<file path="src/rtl/ps2_io_pkg.sv">
// Shared constants, receiver state encoding and parity helper for the PS/2 FIFO port.
package ps2_io_pkg;

   // Register indices selected by adr_i[3:2]
   localparam logic [1:0] REG_DATA   = 2'd0;
   localparam logic [1:0] REG_STATUS = 2'd1;
   localparam logic [1:0] REG_COUNT  = 2'd2;
   localparam logic [1:0] REG_CTRL   = 2'd3;

   // STATUS register bit positions
   localparam int ST_NEMPTY = 0;
   localparam int ST_FULL   = 1;
   localparam int ST_OVF    = 2;
   localparam int ST_PERR   = 3;
   localparam int ST_FERR   = 4;

   // CTRL register bit positions (flush and clear are write-only strobes)
   localparam int CTRL_RX_EN  = 0;
   localparam int CTRL_IRQ_EN = 1;
   localparam int CTRL_FLUSH  = 2;
   localparam int CTRL_CLR    = 3;

   // Value returned by a DATA read while the FIFO is empty
   localparam logic [7:0] EMPTY_CODE = 8'hAA;

   typedef enum logic [1:0] {IDLE, DATA, PARITY, STOP} rx_state_t;

   // Odd parity holds when data plus parity bit carry an odd number of ones
   function automatic logic odd_parity_ok(input logic [7:0] data, input logic par);
      return ^{data, par};
   endfunction

endpackage

</file>
<file path="src/rtl/ps2_rx_frame.sv">
// PS/2 frame receiver: synchronisers, clock glitch filter, frame FSM and inter-edge timeout.
module ps2_rx_frame
   import ps2_io_pkg::*;
#(
   parameter int FILT_CYCLES    = 4,
   parameter int TIMEOUT_CYCLES = 100000
) (
   input  logic       clk,
   input  logic       rst,
   input  logic       rx_en,
   input  logic       ps2_clk,
   input  logic       ps2_data,
   output logic [7:0] rx_byte,
   output logic       valid,
   output logic       perr_pulse,
   output logic       ferr_pulse
);

   localparam int FW = $clog2(FILT_CYCLES + 1);
   localparam int TW = $clog2(TIMEOUT_CYCLES + 1);
   localparam logic [FW-1:0] FILT_LAST = FW'(FILT_CYCLES - 1);
   localparam logic [FW-1:0] FILT_ONE  = FW'(1);
   localparam logic [TW-1:0] TMO_LAST  = TW'(TIMEOUT_CYCLES - 1);
   localparam logic [TW-1:0] TMO_ONE   = TW'(1);

   logic [1:0]    clk_sync;
   logic [1:0]    data_sync;
   logic          filt_clk;
   logic [FW-1:0] filt_cnt;
   logic          fall_edge;
   logic          sdata;
   rx_state_t     state;
   logic [2:0]    bit_cnt;
   logic [7:0]    shreg;
   logic          par_ok;
   logic [TW-1:0] tmo_cnt;

   // Two-flop synchronisers; lines idle high on the PS/2 bus
   always_ff @(posedge clk or posedge rst) begin
      if (rst) begin
         clk_sync  <= 2'b11;
         data_sync <= 2'b11;
      end else begin
         clk_sync  <= {clk_sync[0], ps2_clk};
         data_sync <= {data_sync[0], ps2_data};
      end
   end

   // Accept a new clock level only after FILT_CYCLES consecutive differing samples
   always_ff @(posedge clk or posedge rst) begin
      if (rst) begin
         filt_clk <= 1'b1;
         filt_cnt <= '0;
      end else if (clk_sync[1] != filt_clk) begin
         if (filt_cnt == FILT_LAST) begin
            filt_clk <= clk_sync[1];
            filt_cnt <= '0;
         end else begin
            filt_cnt <= filt_cnt + FILT_ONE;
         end
      end else begin
         filt_cnt <= '0;
      end
   end

   assign fall_edge = filt_clk & ~clk_sync[1] & (filt_cnt == FILT_LAST);
   assign sdata     = data_sync[1];

   // Frame FSM with registered result pulses and inter-edge timeout
   always_ff @(posedge clk or posedge rst) begin
      if (rst) begin
         state      <= IDLE;
         bit_cnt    <= 3'd0;
         shreg      <= 8'h00;
         par_ok     <= 1'b0;
         tmo_cnt    <= '0;
         rx_byte    <= 8'h00;
         valid      <= 1'b0;
         perr_pulse <= 1'b0;
         ferr_pulse <= 1'b0;
      end else begin
         valid      <= 1'b0;
         perr_pulse <= 1'b0;
         ferr_pulse <= 1'b0;
         if (!rx_en) begin
            state   <= IDLE;
            bit_cnt <= 3'd0;
            tmo_cnt <= '0;
         end else if (fall_edge) begin
            tmo_cnt <= '0;
            case (state)
               IDLE: begin
                  bit_cnt <= 3'd0;
                  if (!sdata) state <= DATA;
                  else        state <= IDLE;
               end
               DATA: begin
                  shreg   <= {sdata, shreg[7:1]};
                  bit_cnt <= bit_cnt + 3'd1;
                  if (bit_cnt == 3'd7) state <= PARITY;
                  else                 state <= DATA;
               end
               PARITY: begin
                  par_ok <= odd_parity_ok(shreg, sdata);
                  state  <= STOP;
               end
               STOP: begin
                  if (!sdata) begin
                     ferr_pulse <= 1'b1;
                  end else if (!par_ok) begin
                     perr_pulse <= 1'b1;
                  end else begin
                     valid   <= 1'b1;
                     rx_byte <= shreg;
                  end
                  state <= IDLE;
               end
               default: state <= IDLE;
            endcase
         end else if (state != IDLE) begin
            if (tmo_cnt == TMO_LAST) begin
               ferr_pulse <= 1'b1;
               state      <= IDLE;
               tmo_cnt    <= '0;
            end else begin
               tmo_cnt <= tmo_cnt + TMO_ONE;
            end
         end else begin
            tmo_cnt <= '0;
         end
      end
   end

endmodule

</file>
<file path="src/rtl/ps2_io_fifo.sv">
// PS/2 keyboard port with receive FIFO, 4-register bus slave, level irq and scan-code history.
module ps2_io_fifo
   import ps2_io_pkg::*;
#(
   parameter int FIFO_DEPTH     = 16,
   parameter int HIST_BYTES     = 4,
   parameter int FILT_CYCLES    = 4,
   parameter int TIMEOUT_CYCLES = 100000
) (
   input  logic                    io_read_clk,
   input  logic                    rst,
   input  logic [7:0]              dat_i,
   input  logic [31:0]             adr_i,
   input  logic                    we_i,
   input  logic                    stb_i,
   output logic [7:0]              dat_o,
   output logic                    ack_o,
   input  logic                    PS2_clk,
   input  logic                    PS2_Data,
   output logic                    ps2_ready,
   output logic                    irq,
   output logic                    overflow,
   output logic [8*HIST_BYTES-1:0] key_d
);

   localparam int AW = $clog2(FIFO_DEPTH);
   localparam int CW = AW + 1;
   localparam int KW = 8 * HIST_BYTES;
   localparam logic [AW-1:0] PTR_ONE  = AW'(1);
   localparam logic [CW-1:0] CNT_ONE  = CW'(1);
   localparam logic [CW-1:0] CNT_FULL = CW'(FIFO_DEPTH);

   logic [7:0]    mem [FIFO_DEPTH];
   logic [AW-1:0] wr_ptr, rd_ptr;
   logic [CW-1:0] count;
   logic [31:0]   count_wide;
   logic          rx_en, irq_en, perr, ferr;
   logic [7:0]    rx_byte;
   logic          rx_valid, perr_pulse, ferr_pulse;
   logic          empty, full, rd_txn, wr_txn, ctrl_wr;
   logic          pop, push, flush, clr, ovf_event;
   logic [1:0]    reg_sel;
   logic [7:0]    status, count_rd, rd_data;
   logic          unused_bits;

   ps2_rx_frame #(
      .FILT_CYCLES    (FILT_CYCLES),
      .TIMEOUT_CYCLES (TIMEOUT_CYCLES)
   ) u_rx (
      .clk        (io_read_clk),
      .rst        (rst),
      .rx_en      (rx_en),
      .ps2_clk    (PS2_clk),
      .ps2_data   (PS2_Data),
      .rx_byte    (rx_byte),
      .valid      (rx_valid),
      .perr_pulse (perr_pulse),
      .ferr_pulse (ferr_pulse)
   );

   assign unused_bits = ^{adr_i[31:4], adr_i[1:0], dat_i[7:4]};
   assign ack_o       = stb_i;
   assign reg_sel     = adr_i[3:2];
   assign rd_txn      = stb_i & ~we_i;
   assign wr_txn      = stb_i & we_i;
   assign ctrl_wr     = wr_txn & (reg_sel == REG_CTRL);
   assign empty       = (count == {CW{1'b0}});
   assign full        = (count == CNT_FULL);
   assign ps2_ready   = ~empty;
   assign pop         = rd_txn & (reg_sel == REG_DATA) & ~empty;
   assign flush       = ctrl_wr & dat_i[CTRL_FLUSH];
   assign clr         = ctrl_wr & dat_i[CTRL_CLR];
   // A full FIFO still accepts a byte when a pop frees a slot in the same cycle
   assign push        = rx_valid & (~full | pop) & ~flush;
   assign ovf_event   = rx_valid & full & ~pop & ~flush;
   assign count_wide  = 32'(count);

   // Assemble STATUS and saturated COUNT read values
   always_comb begin
      status              = 8'h00;
      status[ST_NEMPTY]   = ~empty;
      status[ST_FULL]     = full;
      status[ST_OVF]      = overflow;
      status[ST_PERR]     = perr;
      status[ST_FERR]     = ferr;
      if (count_wide > 32'd255) count_rd = 8'hFF;
      else                      count_rd = count_wide[7:0];
   end

   // Read data mux for the addressed register
   always_comb begin
      rd_data = EMPTY_CODE;
      case (reg_sel)
         REG_DATA: begin
            if (empty) rd_data = EMPTY_CODE;
            else       rd_data = mem[rd_ptr];
         end
         REG_STATUS: rd_data = status;
         REG_COUNT:  rd_data = count_rd;
         REG_CTRL:   rd_data = {6'b000000, irq_en, rx_en};
         default:    rd_data = EMPTY_CODE;
      endcase
   end

   // FIFO storage; contents are only meaningful between the pointers
   always_ff @(posedge io_read_clk) begin
      if (push) mem[wr_ptr] <= rx_byte;
   end

   // FIFO pointers and occupancy; flush takes priority over a same-cycle push
   always_ff @(posedge io_read_clk or posedge rst) begin
      if (rst) begin
         wr_ptr <= '0;
         rd_ptr <= '0;
         count  <= '0;
      end else if (flush) begin
         wr_ptr <= '0;
         rd_ptr <= '0;
         count  <= '0;
      end else begin
         if (push) wr_ptr <= wr_ptr + PTR_ONE;
         if (pop)  rd_ptr <= rd_ptr + PTR_ONE;
         case ({push, pop})
            2'b10:   count <= count + CNT_ONE;
            2'b01:   count <= count - CNT_ONE;
            default: count <= count;
         endcase
      end
   end

   // Control register and sticky error flags; a new event beats a same-cycle clear
   always_ff @(posedge io_read_clk or posedge rst) begin
      if (rst) begin
         rx_en    <= 1'b1;
         irq_en   <= 1'b0;
         overflow <= 1'b0;
         perr     <= 1'b0;
         ferr     <= 1'b0;
      end else begin
         if (ctrl_wr) begin
            rx_en  <= dat_i[CTRL_RX_EN];
            irq_en <= dat_i[CTRL_IRQ_EN];
         end
         if (ovf_event)       overflow <= 1'b1;
         else if (clr)        overflow <= 1'b0;
         if (perr_pulse)      perr <= 1'b1;
         else if (clr)        perr <= 1'b0;
         if (ferr_pulse)      ferr <= 1'b1;
         else if (clr)        ferr <= 1'b0;
      end
   end

   // Registered bus read data, popped-byte history and interrupt level
   always_ff @(posedge io_read_clk or posedge rst) begin
      if (rst) begin
         dat_o <= 8'h00;
         key_d <= '0;
         irq   <= 1'b0;
      end else begin
         if (rd_txn) dat_o <= rd_data;
         if (pop)    key_d <= (key_d << 4'd8) | KW'(mem[rd_ptr]);
         irq <= irq_en & ~empty;
      end
   end

endmodule

</file>
<file path="config.mk">
export PLATFORM = sky130hd
export DESIGN_NAME = ps2_io_fifo
export DESIGN_NICKNAME = d
export VERILOG_FILES = /design/src/rtl/ps2_io_pkg.sv /design/src/rtl/ps2_rx_frame.sv /design/src/rtl/ps2_io_fifo.sv
export SDC_FILE = /design/constraint.sdc
export NUM_CORES = 1
export LEC_CHECK = 0
export ABC_AREA = 1
export BUFFER_PORTS_ARGS = -buffer_cell sky130_fd_sc_hd__buf_2
export CAP_MARGIN = 20
export CORE_ASPECT_RATIO = 0.6
export CORE_MARGIN = 2
export CORE_UTILIZATION = 25
export DETAILED_ROUTE_END_ITERATION = 6
export PLACE_DENSITY = 0.39
export SYNTH_ARGS = -nofsm -noshare
export SYNTH_HDL_FRONTEND = slang
export SYNTH_SLANG_ARGS = --single-unit
</file>
<file path="constraint.sdc">
create_clock -name io_read_clk -period 5.3 [get_ports io_read_clk]
set_input_delay 0.53 -clock io_read_clk [delete_from_list [all_inputs] [get_ports io_read_clk]]
set_output_delay 0.53 -clock io_read_clk [all_outputs]
set_load 0.01 [all_outputs]
</file>
; ---- After elaboration in Yosys (flattened, before gate mapping)
; Memory sizes are Yosys's and may differ from the RTL's.
; Cells that the tools add are included.
[word_totals]
reg_bits = 109
ramBits = 128
in_bits = 46
output_inout_bits = 44
wordCells = 137
memories = 1
[op_classes]
add_sub_neg = 7
order_cmp = 1
n_eq_ne = 17
mux = 47
bitwise = 23
reduce_logical = 17
[mem_list]
columns = name, words, width, read_ports, rd_ports_with_merged_regs, write_ports, line_no
row1 = mem, 16, 8, 1, 0, 1, ps2_io_fifo.sv:33  ; logic [7:0] mem [FIFO_DEPTH];
[op_table]
columns = cell, count
row1 = 2-to-1 mux 17 bit, 4
row2 = bitwise OR 32 x 8 -> 32 bit, 1
row3 = case mux 8 bit (4 select lines), 1
row4 = 2-to-1 mux 1 bit, 23
row5 = "adder 17 x 1 -> 17 bit, second input constant", 1
row6 = "equality test 17 bit, second input constant", 1
row7 = 2-to-1 mux 4 bit, 4
row8 = 2-to-1 mux 8 bit, 2
row9 = bitwise AND 1 bit, 15
row10 = 2-to-1 mux 3 bit, 4
row11 = nonzero test 2 bit, 6
row12 = "equality test 2 bit, second input constant", 5
row13 = 2-to-1 mux 2 bit, 5
row14 = case mux 5 bit (2 select lines), 1
row15 = "inequality test 3 x 1 -> 1 bit, second input constant", 3
row16 = XOR reduction 9 bit, 1
row17 = "adder 4 x 1 -> 4 bit, second input constant", 2
row18 = "greater-than comparator 5 x 8 -> 1 bit, second input constant", 1
row19 = case mux 2 bit (4 select lines), 1
row20 = "adder 3 x 1 -> 3 bit, second input constant", 2
row21 = "equality test 2 x 1 -> 1 bit, second input constant", 3
row22 = NOT 1 bit, 6
row23 = case mux 3 bit (2 select lines), 1
row24 = AND reduction 2 bit, 3
row25 = 14 further kinds, 16

; ---- Logic depth before layout (Yosys ltp)
[logic_depth]
depth_word = 10
ltp_mapped = 17
ltp_nobuf = 17

; ---- Hierarchy
; Synthesis repeated with hierarchy kept, for this count alone.
[hier_totals]
hier_cells = 991
hier_area_um2 = 10316.1
[by_module_without_submodules]
columns = mod, n_inst, cells_each, area_per_inst_um2, seq_area_each_um2
row1 = ps2_io_fifo, 1, 695, 7866.3, 5321.4
row2 = ps2_rx_frame, 1, 296, 2449.8, 1257.5

; ---- Worst setup path after synthesis
; No wires, ideal clock.
[synth_path]
kind = in2reg
from = in we_i
to = mem mem[0][0] (enable)
setup_time_ps = 370
arrival_ps = 1700
required_ps = 4930
path_slack_ps = 3229
cell_stages = 9
path_buffers = 0
path_cell_list = inv_2 nand2_2 nor2_8 inv_2 nand2_2 nand2_2 nor2_2 nand2_1 nor2_1
[synth_via]
elab_chain_cells = 9
word_cells_on_any_way = 13
cone_classes = mux (2) / bitwise (11)
[synth_lines]
columns = item, line_no
row1 = from (decl), ps2_io_fifo.sv:14  ; input logic we_i,
row2 = NOT 1 bit, ps2_io_fifo.sv:64  ; assign rd_txn = stb_i & ~we_i;
row3 = bitwise AND 1 bit, ps2_io_fifo.sv:64
row4 = bitwise AND 1 bit (2 in series), ps2_io_fifo.sv:70  ; assign pop = rd_txn & (reg_sel == REG_DATA) & ~empty;
row5 = bitwise OR 1 bit, ps2_io_fifo.sv:74  ; assign push = rx_valid & (~full | pop) & ~flush;
row6 = bitwise AND 1 bit, ps2_io_fifo.sv:74
row7 = bitwise AND 1 bit (*), ps2_io_fifo.sv:74
row8 = 2-to-1 mux 1 bit (*), ps2_io_fifo.sv:107  ; if (push) mem[wr_ptr] <= rx_byte;
row9 = 2-to-1 mux 1 bit (implied by the code) (*), ps2_io_fifo.sv:107
row10 = to (decl), ps2_io_fifo.sv:33
; Every way passes the cells marked *; elsewhere a longest branch is shown, timed or not.

; ---- Worst setup path after layout
[layout_path]
from = reg rd_ptr[1]
to = reg key_d[1]
[layout_via]
elab_chain_cells = 2
[layout_lines]
columns = item, line_no
row1 = from (decl), ps2_io_fifo.sv:34  ; logic [AW-1:0] wr_ptr, rd_ptr;
row2 = from (signal assigned), ps2_io_fifo.sv:122  ; if (pop) rd_ptr <= rd_ptr + PTR_ONE;
row3 = memory read (16 x 8 bit), n/a
row4 = bitwise OR 32 x 8 -> 32 bit, ps2_io_fifo.sv:161  ; if (pop) key_d <= (key_d << 4'd8) | KW'(mem[rd_ptr]);
row5 = to (signal assigned), ps2_io_fifo.sv:161
row6 = to (decl), ps2_io_fifo.sv:23  ; output logic [8*HIST_BYTES-1:0] key_d
; Every way passes these cells.
; A chain may end at the register's enable or synchronous reset.

==> results_dict.tcl <==
set metrics [dict create \
    rows 57 \
    setup_viol 0 \
    antenna_found_initial 0 \
    vias 6705 \
    timing.critical_path.slowest_cell_delay_ns 0.75 \
    setup_slack_ns 2.52 \
    grt_usage_pct 12.5 \
    p_comb_share_pct 27.3 \
    cp.required_ns 5.73 \
    area_delta_synth_final_pct 16.0 \
    nNetsFinal 1049 \
    power_density_mw_per_mm2 479 \
    die_w_um 264 \
    seqPwrFrac_pct 41.1 \
    path_common_cell "nand3_1" \
    power_leakage_nw 4.96 \
    cts_hold_buffers 0 \
    fmax_ghz 0.360 \
    synth_nets 997 \
    htreeDepth 1 \
    synth_top_cell_by_area "edfxtp_1" \
    cts-root-buf "clkbuf_16" \
    routed_wl_um 26200 \
    drv_cap 0 \
    critPathKind "flip-flop to flip-flop" \
    clkLatencyLatePin_ns 0.53 \
    grt_pass1_wl_um 40800 \
    post_drt_wl_per_cell_um 17.0 \
    yosysTopAreaCellShare_pct 37.9 \
    fill_cells 4207 \
    p_sw_w 0.00196 \
    first_iter_violations 489 \
    finalInstanceArea_mm2 0.0118 \
    placed_cell_area_mm2 0.0109 \
    tightest_slew_ns 1.07 \
    cts.path.max_buffers 3 \
    cp-end-kind "flip-flop" \
    insertedDiodeCount 0 \
    vias_per_cell 4.35 \
    first_pass_iters 4 \
    synth_flop_cell "edfxtp_1" \
    cts_buffers 24 \
    final_layout_size_suffix_gt1_share_pct 14.7 \
    cts_resized 0 \
    hpwl_um 17100 \
    power_frac_clock_pct 31.6 \
    synth.area.top_cells "edfxtp_1 38%, dfrtp_1 25%, o21ai_0 5.1%" \
    start_util_pct 25.2 \
    ys_ff_latch 237 \
    period_share_pct 52.5 \
    hold_class "input pin to flip-flop" \
    p_int_w 0.00366 \
    rsz0062_at_grt "no" \
    io_buffer_count 55 \
    syn_inst 939 \
    grt_pass1_vias 6558 \
    skew_ns 0.0206 \
    fp.dieArea_mm2 0.0422 \
    grt_max_degree 72 \
    critPathSlowestCell "clkinv_1" \
    outcome "finished, final reports clean" \
    place_ws_ns 2.15 \
    swShare_pct 34.9 \
    synth.avg_cell_area_um2 10.8 \
    place_congestion 0.738 \
    synth.distinct_cells 49 \
    ir_worst_vdd_mv 0.218 \
    arrival_ns 3.21 \
    ant_nets 0 \
    synth-edff-count 128 \
    post-cts-setup-buffer-count 0 \
    drcViolationCount 0 \
    core-area_mm2 0.0402 \
    drv_slew 0 \
    path_cells "buf_4, clkinv_1, o21ai_1, o221ai_1, nand3_1, nand3_1, o21a_1" \
    cts_tree "built" \
    syn-cell-area_mm2 0.0101 \
    die_height_um 160 \
    clk_pin_slew_ns 0.07 \
    min_period_ns 2.78 \
    critPathBufInv 2 \
    cts.sinks 237 \
    setup_tns_ns 0 \
    ys_seq_area_share_pct 64.9 \
    cp_max_fo 53 \
    finalHoldViolations 0 \
    relSlewSlack_pct 28.7 \
    yosys_warnings 0 \
    start_kind "flip-flop" \
    critPathTopFamily "buffers and inverters" \
    ys_async_sr_fraction_pct 46.0 \
    grt-ovfl-total 0 \
    ios 90 \
]
[metal layers]
layer | up-vias | routed length [um] | global-route usage, %
li1 | 3326 | - | -
met3 | 36 | 1520 | 2.96
met4 | 0 | 426 | 2.22
met5 | - | 0 | 0
met2 | 89 | 9620 | 15.6
met1 | 3254 | 14600 | 21.0
[worst paths after layout]
| path | slack, ns | startpoint | cells after the start | to |
|---|---|---|---|---|
| worst max-delay path | 2.52 | rd_ptr[1] | 7 | key_d[1] |
| worst min register to register | 0.36 | u_rx.clk_sync[0] | 0 | u_rx.clk_sync[1] |
| worst min-delay path | 0.11 | PS2_clk | 1 | u_rx.clk_sync[0] |
| min in group asynchronous | 0.18 | rst | 2 | key_d[18] |
| max in group asynchronous | 3.97 | rst | 3 | u_rx.data_sync[0] |
| worst max register to register | 2.52 | rd_ptr[1] | 7 | key_d[1] |
[state kept, by name (all words and copies together), names as in the netlist, 2 cells and up]
register / count
mem: 128
u_rx.tmo_cnt: 17
u_rx.bit_cnt: 3
u_rx.clk_sync: 2
u_rx.data_sync: 2
u_rx.state: 2
wr_ptr: 4
key_d: 32
u_rx.rx_byte: 8
u_rx.filt_cnt: 3
dat_o: 8
count: 5
u_rx.shreg: 8
rd_ptr: 4
[worst reg2reg max path, cell delays in order (launching register included)]
cell      delay (ns)
dfrtp_1         0.32
buf_4           0.51
clkinv_1        0.76
o21ai_1         0.27
o221ai_1        0.33
nand3_1         0.22
nand3_1         0.13
o21a_1          0.13
[power by group through the flow]
stage / Combinational [W] / Clock [W] / Sequential (W)
final: 0.00154 / 0.00178 / 0.00231
after global routing: 0.00173 / 0.00190 / 0.00234
after CTS: 0.00156 / 0.00184 / 0.00231
after detailed placement: 0.00156 / 0 / 0.00235
after global placement: 0.00156 / 0 / 0.00235
after floorplan: 0.00101 / 0 / 0.00234
[final cells by class]
type	count	area (um2)	share of cell area, %
flip-flops and latches	237	6580	56.0
multi-input cells	582	3020	25.7
clock buffers	39	800	6.80
well taps	531	664	5.65
inverters	85	329	2.80
repair buffers	61	324	2.76
clock inverters	5	31.3	0.266
[cells by family after synthesis]
logic type / Yosys count / share of synthesized area (%)
AOI/OAI and AO/OA: 201 / 11.4
xor gates and xnor gates: 10 / 0.864
adders and majority gates: 12 / 1.48
buffers and inverters: 120 / 5.24
DFF: 237 / 64.9
muxes: 1 / 0.0988
and+or+nand+nor: 358 / 15.9
[synth_stat cells, types with 3 or more instances]
cell,instances
o221ai_1,7
o22ai_1,8
nor3_1,7
a221oi_1,3
o211ai_1,23
inv_1,75
o21bai_1,5
xnor2_1,4
buf_6,5
a31oi_1,3
ha_1,12
inv_2,5
clkbuf_1,14
xor2_1,6
nand2_2,10
nor2_4,5
nor2_2,5
a21oi_1,14
dfstp_2,6
buf_4,6
nand3_1,35
nand2_1,137
dfrtp_1,103
o21ai_1,27
nor3b_1,4
edfxtp_1,128
clkinv_1,3
nand4_1,5
o21ai_0,103
buf_2,9
nor2_1,137
[layout by cell type (no fill, tap or decap), types with 8 or more instances in the layout]
| cell type | count |
|---|---|
| clkbuf_16 | 28 |
| edfxtp_1 | 128 |
| nor2_1 | 137 |
| nand2_2 | 10 |
| dfrtp_1 | 102 |
| o21ai_0 | 103 |
| o21ai_1 | 27 |
| nand3_1 | 35 |
| o22ai_1 | 8 |
| a21oi_1 | 14 |
| inv_1 | 74 |
| nand2_1 | 137 |
| o211ai_1 | 23 |
| buf_2 | 55 |
| ha_1 | 12 |
[stage by stage]
stage	power (W)	std cells	util [%]	hold WS, ns
2_1_floorplan	0.00336	939	-	0.345
3_3_place_gp	0.00391	1495	27.1	0.347
3_5_place_dp	0.00390	1495	27.1	0.351
4_1_cts	0.00571	1539	29.2	0.0738
5_1_grt	0.00597	1540	29.2	0.0755
6_report	0.00563	1540	29.2	0.105
(Power assumes the default switching activity.)
